## config.mk

```make
export PLATFORM = sky130hd
export DESIGN_NAME = uart_rx_frame_buffer_flat
export DESIGN_NICKNAME = d
export VERILOG_FILES = /design/src/rtl/uart_rx_frame_buffer_if.sv /design/src/rtl/uart_rx_frame_buffer.sv /design/src/flat_wrapper.sv
export SDC_FILE = /design/constraint.sdc
export NUM_CORES = 1
export LEC_CHECK = 0
export CORE_MARGIN = 1
export CORE_UTILIZATION = 60
export CTS_CLUSTER_SIZE = 30
export DETAILED_ROUTE_END_ITERATION = 10
export PLACE_DENSITY = 0.83
export RECOVER_POWER = 25
export SYNTH_ARGS = -nofsm -noshare
export SYNTH_HDL_FRONTEND = slang
export SYNTH_SLANG_ARGS = --single-unit
```

## constraint.sdc

```tcl
create_clock -name clk -period 7 [get_ports clk]
set_input_delay 1.05 -clock clk [delete_from_list [all_inputs] [get_ports clk]]
set_output_delay 1.05 -clock clk [all_outputs]
set_load 0.01 [all_outputs]
```

## src/rtl/uart_rx_frame_buffer_if.sv

```systemverilog
// Signal bundle between the UART RX front end, the frame buffer and the host.
// The slave modport is the buffer's view; the master modport is the producer/consumer view.
interface uart_rx_frame_buffer_if #(
  parameter int unsigned DATA_WIDTH = 8,
  parameter int unsigned ADDR_WIDTH = 3,
  parameter int unsigned ERR_WIDTH  = 8
);
  logic [DATA_WIDTH-1:0] rx_data;
  logic                  rx_valid;
  logic                  rx_err;
  logic [DATA_WIDTH-1:0] out_data;
  logic                  out_valid;
  logic                  out_ready;
  logic [ADDR_WIDTH:0]   fifo_count;
  logic                  full;
  logic                  overflow;
  logic [ERR_WIDTH-1:0]  err_count;
  logic                  clear_flags;

  modport slave (
    input  rx_data, rx_valid, rx_err, out_ready, clear_flags,
    output out_data, out_valid, fifo_count, full, overflow, err_count
  );

  modport master (
    output rx_data, rx_valid, rx_err, out_ready, clear_flags,
    input  out_data, out_valid, fifo_count, full, overflow, err_count
  );
endinterface

```

## src/rtl/uart_rx_frame_buffer.sv

```systemverilog
// Circular show-ahead FIFO capturing good UART frames on the rising edge of rx_valid,
// with a sticky overflow flag and a saturating frame-error counter for host status.
module uart_rx_frame_buffer #(
  parameter int unsigned DATA_WIDTH = 8,
  parameter int unsigned DEPTH      = 8,
  parameter int unsigned ADDR_WIDTH = 3,
  parameter int unsigned ERR_WIDTH  = 8
) (
  input  logic                   clk,
  input  logic                   reset,
  uart_rx_frame_buffer_if.slave  bus
);

  localparam logic [ADDR_WIDTH:0] LP_DEPTH = (ADDR_WIDTH+1)'(DEPTH);

  logic [DATA_WIDTH-1:0] r_mem [DEPTH];
  logic [ADDR_WIDTH-1:0] r_wr_ptr;
  logic [ADDR_WIDTH-1:0] r_rd_ptr;
  logic [ADDR_WIDTH:0]   r_count;
  logic                  r_overflow;
  logic [ERR_WIDTH-1:0]  r_err_count;
  logic                  r_rx_valid_q;
  logic                  r_rx_err_q;

  logic w_push;
  logic w_err_ev;
  logic w_out_valid;
  logic w_full;
  logic w_pop;
  logic w_wr_en;
  logic w_drop;

  always_comb begin
    w_push      = bus.rx_valid & ~r_rx_valid_q;
    w_err_ev    = bus.rx_err & ~r_rx_err_q;
    w_out_valid = (r_count != '0);
    w_full      = (r_count == LP_DEPTH);
    w_pop       = w_out_valid & bus.out_ready;
    // A pop in the same cycle frees the slot the full-FIFO write lands in.
    w_wr_en     = w_push & (~w_full | w_pop);
    w_drop      = w_push & w_full & ~w_pop;
  end

  // Edge-detect history resets high so a strobe held across reset release is ignored.
  always_ff @(posedge clk) begin
    if (reset) begin
      r_rx_valid_q <= 1'b1;
      r_rx_err_q   <= 1'b1;
    end else begin
      r_rx_valid_q <= bus.rx_valid;
      r_rx_err_q   <= bus.rx_err;
    end
  end

  always_ff @(posedge clk) begin
    if (w_wr_en && !reset) begin
      r_mem[r_wr_ptr] <= bus.rx_data;
    end
  end

  always_ff @(posedge clk) begin
    if (reset) begin
      r_wr_ptr <= '0;
      r_rd_ptr <= '0;
      r_count  <= '0;
    end else begin
      if (w_wr_en) begin
        r_wr_ptr <= r_wr_ptr + ADDR_WIDTH'(1);
      end
      if (w_pop) begin
        r_rd_ptr <= r_rd_ptr + ADDR_WIDTH'(1);
      end
      unique case ({w_wr_en, w_pop})
        2'b10:   r_count <= r_count + (ADDR_WIDTH+1)'(1);
        2'b01:   r_count <= r_count - (ADDR_WIDTH+1)'(1);
        default: r_count <= r_count;
      endcase
    end
  end

  // Status flags: a same-cycle event takes priority over clear_flags.
  always_ff @(posedge clk) begin
    if (reset) begin
      r_overflow  <= 1'b0;
      r_err_count <= '0;
    end else begin
      if (w_drop) begin
        r_overflow <= 1'b1;
      end else if (bus.clear_flags) begin
        r_overflow <= 1'b0;
      end

      if (w_err_ev) begin
        if (bus.clear_flags) begin
          r_err_count <= ERR_WIDTH'(1);
        end else if (r_err_count != '1) begin
          r_err_count <= r_err_count + ERR_WIDTH'(1);
        end
      end else if (bus.clear_flags) begin
        r_err_count <= '0;
      end
    end
  end

  always_comb begin
    bus.out_valid  = w_out_valid;
    bus.out_data   = w_out_valid ? r_mem[r_rd_ptr] : '0;
    bus.fifo_count = r_count;
    bus.full       = w_full;
    bus.overflow   = r_overflow;
    bus.err_count  = r_err_count;
  end

endmodule

```

## src/flat_wrapper.sv

```systemverilog
// flat-port wrapper written by rule: the top's interface ports become plain ports
module uart_rx_frame_buffer_flat 
#(
  parameter int unsigned DATA_WIDTH = 8,
  parameter int unsigned DEPTH      = 8,
  parameter int unsigned ADDR_WIDTH = 3,
  parameter int unsigned ERR_WIDTH  = 8
)
  (clk, reset, bus_rx_data, bus_rx_valid, bus_rx_err, bus_out_ready, bus_clear_flags, bus_out_data, bus_out_valid, bus_fifo_count, bus_full, bus_overflow, bus_err_count);
  uart_rx_frame_buffer_if #(.DATA_WIDTH(DATA_WIDTH), .ADDR_WIDTH(ADDR_WIDTH), .ERR_WIDTH(ERR_WIDTH)) bus_i ();
  input  logic clk;
  input  logic reset;
  input wire logic [$bits(bus_i.rx_data)-1:0] bus_rx_data;
  input wire logic [$bits(bus_i.rx_valid)-1:0] bus_rx_valid;
  input wire logic [$bits(bus_i.rx_err)-1:0] bus_rx_err;
  input wire logic [$bits(bus_i.out_ready)-1:0] bus_out_ready;
  input wire logic [$bits(bus_i.clear_flags)-1:0] bus_clear_flags;
  output wire logic [$bits(bus_i.out_data)-1:0] bus_out_data;
  output wire logic [$bits(bus_i.out_valid)-1:0] bus_out_valid;
  output wire logic [$bits(bus_i.fifo_count)-1:0] bus_fifo_count;
  output wire logic [$bits(bus_i.full)-1:0] bus_full;
  output wire logic [$bits(bus_i.overflow)-1:0] bus_overflow;
  output wire logic [$bits(bus_i.err_count)-1:0] bus_err_count;
  assign bus_i.rx_data = bus_rx_data;
  assign bus_i.rx_valid = bus_rx_valid;
  assign bus_i.rx_err = bus_rx_err;
  assign bus_i.out_ready = bus_out_ready;
  assign bus_i.clear_flags = bus_clear_flags;
  assign bus_out_data = bus_i.out_data;
  assign bus_out_valid = bus_i.out_valid;
  assign bus_fifo_count = bus_i.fifo_count;
  assign bus_full = bus_i.full;
  assign bus_overflow = bus_i.overflow;
  assign bus_err_count = bus_i.err_count;
  uart_rx_frame_buffer #(.DATA_WIDTH(DATA_WIDTH), .DEPTH(DEPTH), .ADDR_WIDTH(ADDR_WIDTH), .ERR_WIDTH(ERR_WIDTH)) u_core (.clk(clk), .reset(reset), .bus(bus_i));
endmodule
```

==> flow_summary.yaml, run 1 <==
run_status:
  status: "completed"
layout:
  fill_cells: 372
  utilization_pct: 73.7
  multi_input_area_um2: 1190
  layout.area.seq_um2: 2400
  drive_above_1_share_pct: 18.4
  area_growth_pct: 18.6
  antenna_cells: 0
  nets: 298
  final_area_um2: 4340
routing:
  met1_length_mm: 2.87
  wirelength_mm: 6.36
  routed_via_density: 5.75
  antenna_left: 0
  top_layer: "met4"
  vias: 2058
  dr.pass1.iters: 4
  wl_met2_mm: 3.09
  drt_iter0_markers: 108
  drc: 0
  dr_wl_met3_um: 252
  wl_per_cell_um: 17.8
yosys:
  synth_top_area_cell: "edfxtp_1"
  synth.top_cell.area_share_pct: 52.5
  synth_warnings: 0
  avgSynthCellArea_um2: 15.5
  yosysSeqAreaShare_pct: 65.7
  syn_area_um2: 3660
  synth.distinct_cells: 47
  async_reset_ff_share_pct: 0
  syn_inst: 236
  syn_nets: 256
  synth_edf_count: 64
  yosys-top-cells-area: "edfxtp_1 (53%), dfxtp_1 (13%), mux4_2 (9.9%), mux2i_1 (3.3%), nor2_1 (2.4%)"
  synth_ff_type: "edfxtp_1"
  ys_ff_latch: 88
floorplan:
  boundaryPins: 37
  dieArea_um2: 6410
  start_util_pct: 62.1
  fp.dieH_um: 80.1
  die_w_um: 80.1
  core_um2: 5890
  core.rowCount: 28
global_routing:
  grtUsageTotal_pct: 22.5
  grt_pass1_wl_mm: 10.2
  antenna_found_initial: 0
  overflow: 0
  grt_max_degree: 26
  grt_pass1_vias: 2083
worst_setup_path:
  path_class: "reg2out"
  critPathRequiredTime_ns: 5.95
  end_kind: "primary output"
  critical_path.startpoint_type: "flop"
  critPathMaxFanout: 16
  arrival_ns: 2.74
sta:
  worst_slew_pin_slew_ns: 1.13
  fin_setup_tns_ns: 0
  rsz0062_at_grt: "no"
  fmax_mhz: 264
  fin_skew_ns: 0.00571
  relSlewSlack_pct: 24.4
  setup_viol: 0
  drv_slew: 0
  hold_viol_final: 0
  layout_worst_path_cycle_share_pct: 54.1
  layout_min_cycle_time_ns: 3.79
cts:
  post_cts_buffers: 0
  htreeDepth: 3
  clock_latency_ns: 0.34
  clock_path_buffers: 2
  cts.sinks: 88
  cts_tree: "yes"
  holdBufCountCts: 0
  clkTransAtPathRegs_ns: 0.08
  numCtsBuffers: 9
  cts-root-buf: "clkbuf_8"
  ctsResizeCount: 0
power:
  ir_drop_mv: 0.254
  switching_power_mw: 0.360
  p_sw_share_pct: 26.5
  p_leak_nw: 1.43
  power_density_nw_per_um2: 313
  p_seq_share_pct: 45.9
  comb_power_share_pct: 25.3
  p_clk_share_pct: 28.8
  p_int_mw: 1.00
place:
  hpwl_mm: 4.18
  dpl_cell_area_um2: 4090
  io_buffers: 36
  gp_congestion: 0.719
min_path:
  min_path_type: "reg2reg"
job:
  max_cap_viol_count: 0
==> critical path, cell delays in order (launching register included) <==
cell,delay (ns)
dfxtp_1,1.05
mux4_2,0.61
mux2i_1,0.15
nor2_1,0.06
clkdlybuf4s50_1,0.51
==> cells in the mapped netlist, types with 3 or more instances <==
cell      count
nor2_1       23
nand3_1       3
ha_1          6
o21ai_0       5
xor2_1        5
nor2b_1       6
nand2_1       7
nor3_1        3
edfxtp_1     64
nor4_1        3
a21oi_1      11
mux4_2       16
or2_2         4
mux2i_1      12
dfxtp_1      24
==> routing by layer <==
layer / global-route usage, % / vias up
met5: 0 / -
met4: 12.9 / 0
met3: 4.43 / 12
met2: 35.7 / 52
met1: 29.2 / 1003
li1: - / 991
==> cells in the final DEF, fill, tap and decap left out, drive strengths merged, types with 2 or more instances in the layout <==
cell type,n
o31ai,2
and3,2
or3,4
o21ai,6
o211ai,2
dfxtp,24
mux4,16
inv,3
clkdlybuf4s50,30
ha,6
nor4b,2
nor2b,6
nor4,4
nand2,7
dlygate4sd3,6
a21oi,11
clkbuf,13
and4b,2
mux2i,12
buf,5
nor3,3
edfxtp,64
nand3,3
nor2,23
or2,4
xor2,5
==> through the flow <==
stage	power [mW]	instances	hold slack (ns)	worst slack [ns]
after floorplan	0.852	236	0.472	4.02
after global placement	0.974	342	0.500	3.56
after detailed placement	0.983	342	0.511	3.49
after CTS	1.37	358	0.523	3.12
after global routing	1.42	358	0.574	2.97
final	1.36	358	0.523	3.21
==> power by group through the flow <==
| stage | logic [mW] | clock network (mW) | registers (mW) |
|---|---|---|---|
| 6_report | 0.343 | 0.392 | 0.624 |
| 5_1_grt | 0.371 | 0.416 | 0.632 |
| 4_1_cts | 0.346 | 0.398 | 0.626 |
| 3_5_place_dp | 0.345 | 0 | 0.638 |
| 3_3_place_gp | 0.338 | 0 | 0.637 |
| 2_1_floorplan | 0.246 | 0 | 0.607 |
==> cells by family after synthesis <==
group | Yosys count | synth area share, %
compound gates | 25 | 4.34
xor+xnor | 6 | 1.44
fa+ha+maj | 6 | 2.05
buf+inv | 13 | 2.19
flops | 88 | 65.7
mux | 29 | 13.4
simple gates | 69 | 10.8
==> sequential cells by signal, indices dropped and copies added, names as in the netlist, named ones only <==
signal,count
u_core.bus.err_count,8
u_core.bus.fifo_count,4
u_core.bus.overflow,1
u_core.r_mem,64
u_core.r_rd_ptr,3
u_core.r_rx_err_q,1
u_core.r_rx_valid_q,1
u_core.r_wr_ptr,3
==> worst paths after layout <==
| kind | startpoint | to | slack [ns] | cells after the start |
|---|---|---|---|---|
| worst min-delay path | u_core.r_wr_ptr[0]$_SDFFE_PP0P_ | u_core.r_wr_ptr[0]$_SDFFE_PP0P_ | 0.52 | 2 |
| worst max-delay path | flop | bus_out_data[7] | 3.21 | 4 |
| worst max register to register | u_core.bus.fifo_count[0]$_SDFFE_PP0P_ | u_core.bus.fifo_count[3]$_SDFFE_PP0P_ | 3.99 | 7 |
| worst min register to register | u_core.r_wr_ptr[0]$_SDFFE_PP0P_ | u_core.r_wr_ptr[0]$_SDFFE_PP0P_ | 0.52 | 2 |
==> final cells by class <==
| type | instances | area share [%] |
|---|---|---|
| clock inverters | 3 | 0.981 |
| inverters | 3 | 0.260 |
| repair buffers | 41 | 9.17 |
| clock buffers | 13 | 4.65 |
| multi-input cells | 135 | 27.4 |
| flip-flops and latches | 88 | 55.4 |
| well taps | 75 | 2.16 |
No activity file was read; power rests on OpenSTA's default activity.
==> run 2, diff against run 1 <==
Settings changed: CORE_UTILIZATION 60 to 56, PLACE_DENSITY 0.83 to 0.79.
Clock period 7 ns to 3.9 ns, I/O delays scaled along.
==> run 2 against run 1 <==
  * Power grew 68%
  * Final area fell by 0.81%
  * Sequential share of layout area grew 0.45 points
  * Global-route usage shrank 2.0 points
  * Register-to-register slack got worse by 3.0 ns
  * Critical path depth up 1
  * Clock skew increased by 0.0044 ns
  * First-iteration DRC count rose by 0.93%
  * Sequential cell count did not move
  * Critical endpoint is now bus_out_data[0]
  * Largest cell class unchanged
==> flow_summary.yaml, run 2 (synthesis gave the netlist of run 1 again) <==
run_status:
  status: "completed"
worst_setup_path:
  critPathMaxFanout: 10
  critical_path.startpoint_type: "flop"
  path_class: "reg2out"
  regToRegSetupSlack_ns: 0.98
  arrival_ns: 2.60
  worstReg2RegStart: "u_core.bus.fifo_count[0]$_SDFFE_PP0P_"
  reg2reg_depth: 7
  r2r_end: "u_core.bus.fifo_count[3]$_SDFFE_PP0P_"
  end_kind: "primary output"
  critPathRequiredTime_ns: 3.31
sta:
  fin_setup_tns_ns: 0
  fmax_mhz: 314
  relSlewSlack_pct: 32.1
  setup_slack_ns: 0.719
  rsz0062_at_grt: "no"
  layout_min_cycle_time_ns: 3.18
  hold_viol_final: 0
  drv_slew: 0
  setup_viol: 0
  fin_skew_ns: 0.0101
  worst_slew_pin_slew_ns: 1.01
  layout_worst_path_cycle_share_pct: 81.6
  whs_ns: 0.520
job:
  max_cap_viol_count: 0
cts:
  cts-root-buf: "clkbuf_8"
  clkTransAtPathRegs_ns: 0.08
  cts.sinks: 88
  holdBufCountCts: 0
  clock_path_buffers: 2
  ctsResizeCount: 0
  clock_latency_ns: 0.34
  numCtsBuffers: 9
  post_cts_buffers: 0
  htreeDepth: 3
  cts_tree: "yes"
min_path:
  holdPathStages: 2
  min_path_type: "reg2reg"
  hold_start: "u_core.bus.err_count[5]$_SDFFE_PP0P_"
  holdPathEnd: "u_core.bus.err_count[5]$_SDFFE_PP0P_"
layout:
  largest_reg_flops: 64
  mostFrequentLayoutCells: "edfxtp_1 (64), clkdlybuf4s50_1 (30), dfxtp_1 (24)"
  drive_above_1_share_pct: 19.4
  final_cells: 365
  fill_cells: 456
  top_register: "u_core.r_mem"
  layout.area.seq_um2: 2400
  final_common_cell: "edfxtp_1"
  multi_input_area_um2: 1190
  nets: 303
  antenna_cells: 0
  area_growth_pct: 17.6
routing:
  drt_iter0_markers: 109
  wl_per_cell_um: 17.8
  routed_via_density: 5.69
  drc: 0
  dr.pass1.iters: 4
  wirelength_mm: 6.48
  antenna_left: 0
  vias: 2076
power:
  power_density_nw_per_um2: 532
  p_leak_nw: 1.42
  p_total_mw: 2.29
  ir_drop_mv: 0.484
floorplan:
  die_w_um: 82.8
  dieArea_um2: 6860
  core_um2: 6310
  core.rowCount: 29
  start_util_pct: 57.9
  boundaryPins: 37
  fp.dieH_um: 82.8
global_routing:
  antenna_found_initial: 0
  grt_pass1_vias: 2120
  grt_pass1_wl_mm: 10.5
  grtUsageTotal_pct: 20.5
  overflow: 0
  grt_max_degree: 25
place:
  io_buffers: 36
  gp_congestion: 0.787
  dpl_worst_slack_ns: 0.954
  hpwl_mm: 4.29
  dp.cells: 349
run 2: cell count changes in the layout (fill, tap and decap cells not counted), sizes merged:
| cell | delta |
|---|---|
| clkinvlp | -1 |
| clkbuf | -4 |
| bufinv | -1 |
| clkinv | +4 |
| inv | +2 |
| buf | +5 |
run 2: worst max-delay path by stage:
stage	slack (ns)	endpoint
final	0.72	bus_out_data[0]
after global routing	0.55	bus_out_data[0]
after CTS	0.63	bus_out_data[0]
after detailed placement	0.95	u_core.bus.fifo_count[3]$_SDFFE_PP0P_
after global placement	1.01	u_core.bus.fifo_count[3]$_SDFFE_PP0P_
after floorplan	1.23	u_core.bus.fifo_count[3]$_SDFFE_PP0P_
run 2: routing by layer:
layer | GRT usage, % | wire (um)
met4 | 8.78 | 133
met3 | 5.27 | 361
met1 | 25.1 | 2800
met2 | 34.8 | 3190
met5 | 0 | 0
run 2: power breakdown:
group          leakage [nW]  total, mW  internal (mW)  switching [mW]
Clock                0.0912      0.542          0.231           0.311
Sequential            0.770       1.10           1.03          0.0637
Combinational         0.562      0.648          0.361           0.288
run 2: layout make-up:
| class | instances | area share [%] |
|---|---|---|
| well taps | 77 | 2.24 |
| repair buffers | 46 | 10.1 |
| flip-flops and latches | 88 | 55.8 |
| clock inverters | 7 | 1.05 |
| inverters | 3 | 0.262 |
| clock buffers | 9 | 2.88 |
| multi-input cells | 135 | 27.6 |
run 2: metrics by stage:
stage	area [um2]	util (%)
3_3_place_gp	4130	65.5
5_1_grt	4300	68.1
3_5_place_dp	4130	65.5
4_1_cts	4300	68.1
6_report	4300	68.1
2_1_floorplan	3660	-
run 2: worst max-delay path, cell delays in order (launching register included):
cell and delay [ns]:
dfxtp_1 0.61, buf_4 0.33, mux4_2 0.56, mux2i_1 0.17, nor2_1 0.07, clkdlybuf4s50_1 0.52
==> run 3, diff against run 2 <==
Clock period 3.9 ns to 3.2 ns, I/O delays scaled along.
==> run 3 against run 2 <==
  * Final area increased by 1.7%
  * Critical path type unchanged
  * Sequential share of layout area decreased by 0.91 points
  * Worst hold slack improved by 0.0072 ns
  * Die area unchanged
==> flow_summary.yaml, run 3 (synthesis gave the netlist of run 1 again) <==
sta:
  rsz0062_at_grt: "no"
  worst_slew_pin_slew_ns: 0.692
  relSlewSlack_pct: 53.5
  fin_skew_ns: 0.00997
  layout_worst_path_cycle_share_pct: 85.0
  setup_viol: 0
  hold_viol_final: 0
  drv_slew: 0
  fmax_mhz: 368
  layout_min_cycle_time_ns: 2.72
  whs_ns: 0.528
  fin_setup_tns_ns: 0
worst_setup_path:
  arrival_ns: 2.24
  reg2reg_depth: 6
  end_kind: "primary output"
  critical_path.startpoint_type: "flop"
  critPathMaxFanout: 16
  path_class: "reg2out"
  critPathRequiredTime_ns: 2.72
floorplan:
  die_w_um: 82.8
  core_um2: 6310
  fp.dieH_um: 82.8
  boundaryPins: 37
  start_util_pct: 57.9
  core.rowCount: 29
  dieArea_um2: 6860
cts:
  ctsResizeCount: 0
  clock_path_buffers: 2
  cts_tree: "yes"
  cts.sinks: 88
  clock_latency_ns: 0.36
  holdBufCountCts: 0
  cts-root-buf: "clkbuf_8"
  post_cts_buffers: 0
  numCtsBuffers: 9
  clkTransAtPathRegs_ns: 0.08
  htreeDepth: 3
routing:
  dr.pass1.iters: 4
  drt_iter0_markers: 111
  routed_via_density: 5.71
  antenna_left: 0
  drc: 0
  vias: 2100
  wirelength_mm: 6.64
  wl_per_cell_um: 18.0
layout:
  fill_cells: 456
  largest_reg_flops: 64
  area_growth_pct: 19.6
  final_common_cell: "edfxtp_1"
  mostFrequentLayoutCells: "edfxtp_1 (64), clkdlybuf4s50_1 (30), dfxtp_1 (24)"
  nets: 306
  top_register: "u_core.r_mem"
  antenna_cells: 0
  drive_above_1_share_pct: 20.6
run_status:
  status: "completed"
place:
  gp_congestion: 0.744
  io_buffers: 36
  hpwl_mm: 4.36
global_routing:
  grt_pass1_vias: 2088
  grt_max_degree: 19
  overflow: 0
  grtUsageTotal_pct: 20.7
  grt_pass1_wl_mm: 10.7
  antenna_found_initial: 0
min_path:
  min_path_type: "reg2reg"
  holdPathStages: 2
power:
  power_density_nw_per_um2: 678
  p_total_mw: 2.97
  ir_drop_mv: 0.504
  p_leak_nw: 1.45
job:
  max_cap_viol_count: 0
-- run 3: cell type report --
type | count | area, um2 | share of cell area [%]
flip-flops and latches | 88 | 2400 | 54.9
multi-input cells | 135 | 1190 | 27.2
repair buffers | 49 | 458 | 10.5
clock buffers | 9 | 124 | 2.83
well taps | 77 | 96.3 | 2.20
clock inverters | 7 | 93.8 | 2.15
inverters | 3 | 11.3 | 0.258
-- run 3: worst paths after layout --
path / slack, ns / from / to
worst min register to register: 0.53 / u_core.r_wr_ptr[0]$_SDFFE_PP0P_ / u_core.r_wr_ptr[0]$_SDFFE_PP0P_
worst max-delay path: 0.48 / flop / bus_out_data[2]
worst max register to register: 0.51 / u_core.bus.fifo_count[0]$_SDFFE_PP0P_ / u_core.bus.fifo_count[3]$_SDFFE_PP0P_
worst min-delay path: 0.53 / u_core.r_wr_ptr[0]$_SDFFE_PP0P_ / u_core.r_wr_ptr[0]$_SDFFE_PP0P_
-- run 3: through the flow --
stage                     cells  instance area [um2]  setup WS, ns  utilization (%)
final                       368                 4370         0.481             69.3
after detailed placement    352                 4160         0.372             65.8
after CTS                   368                 4370         0.438             69.3
after floorplan             236                 3660         0.526                -
after global routing        368                 4370         0.358             69.3
after global placement      352                 4160         0.420             65.8
-- run 3: worst max-delay path, stage by stage, from the launching register on --
cell and delay (ns):
dfxtp_1 0.31, buf_4 0.31, mux4_2 0.56, mux2i_1 0.15
nor2_1 0.06, clkdlybuf4s50_1 0.48
-- run 3: power breakdown --
group | internal (mW) | leakage, nW | switching (mW)
clock | 0.439 | 0.106 | 0.389
sequential | 1.26 | 0.770 | 0.0518
combinational | 0.457 | 0.578 | 0.373
-- run 3: per-layer routing --
layer	vias to the layer above	part of all wire [%]	wire length, um	track usage, %
met5	-	0	0	0
li1	1010	-	-	-
met2	62	53	3530	35.2
met4	0	1.3	87	7.52
met1	1021	40	2670	25.9
met3	7	5.2	345	5.07
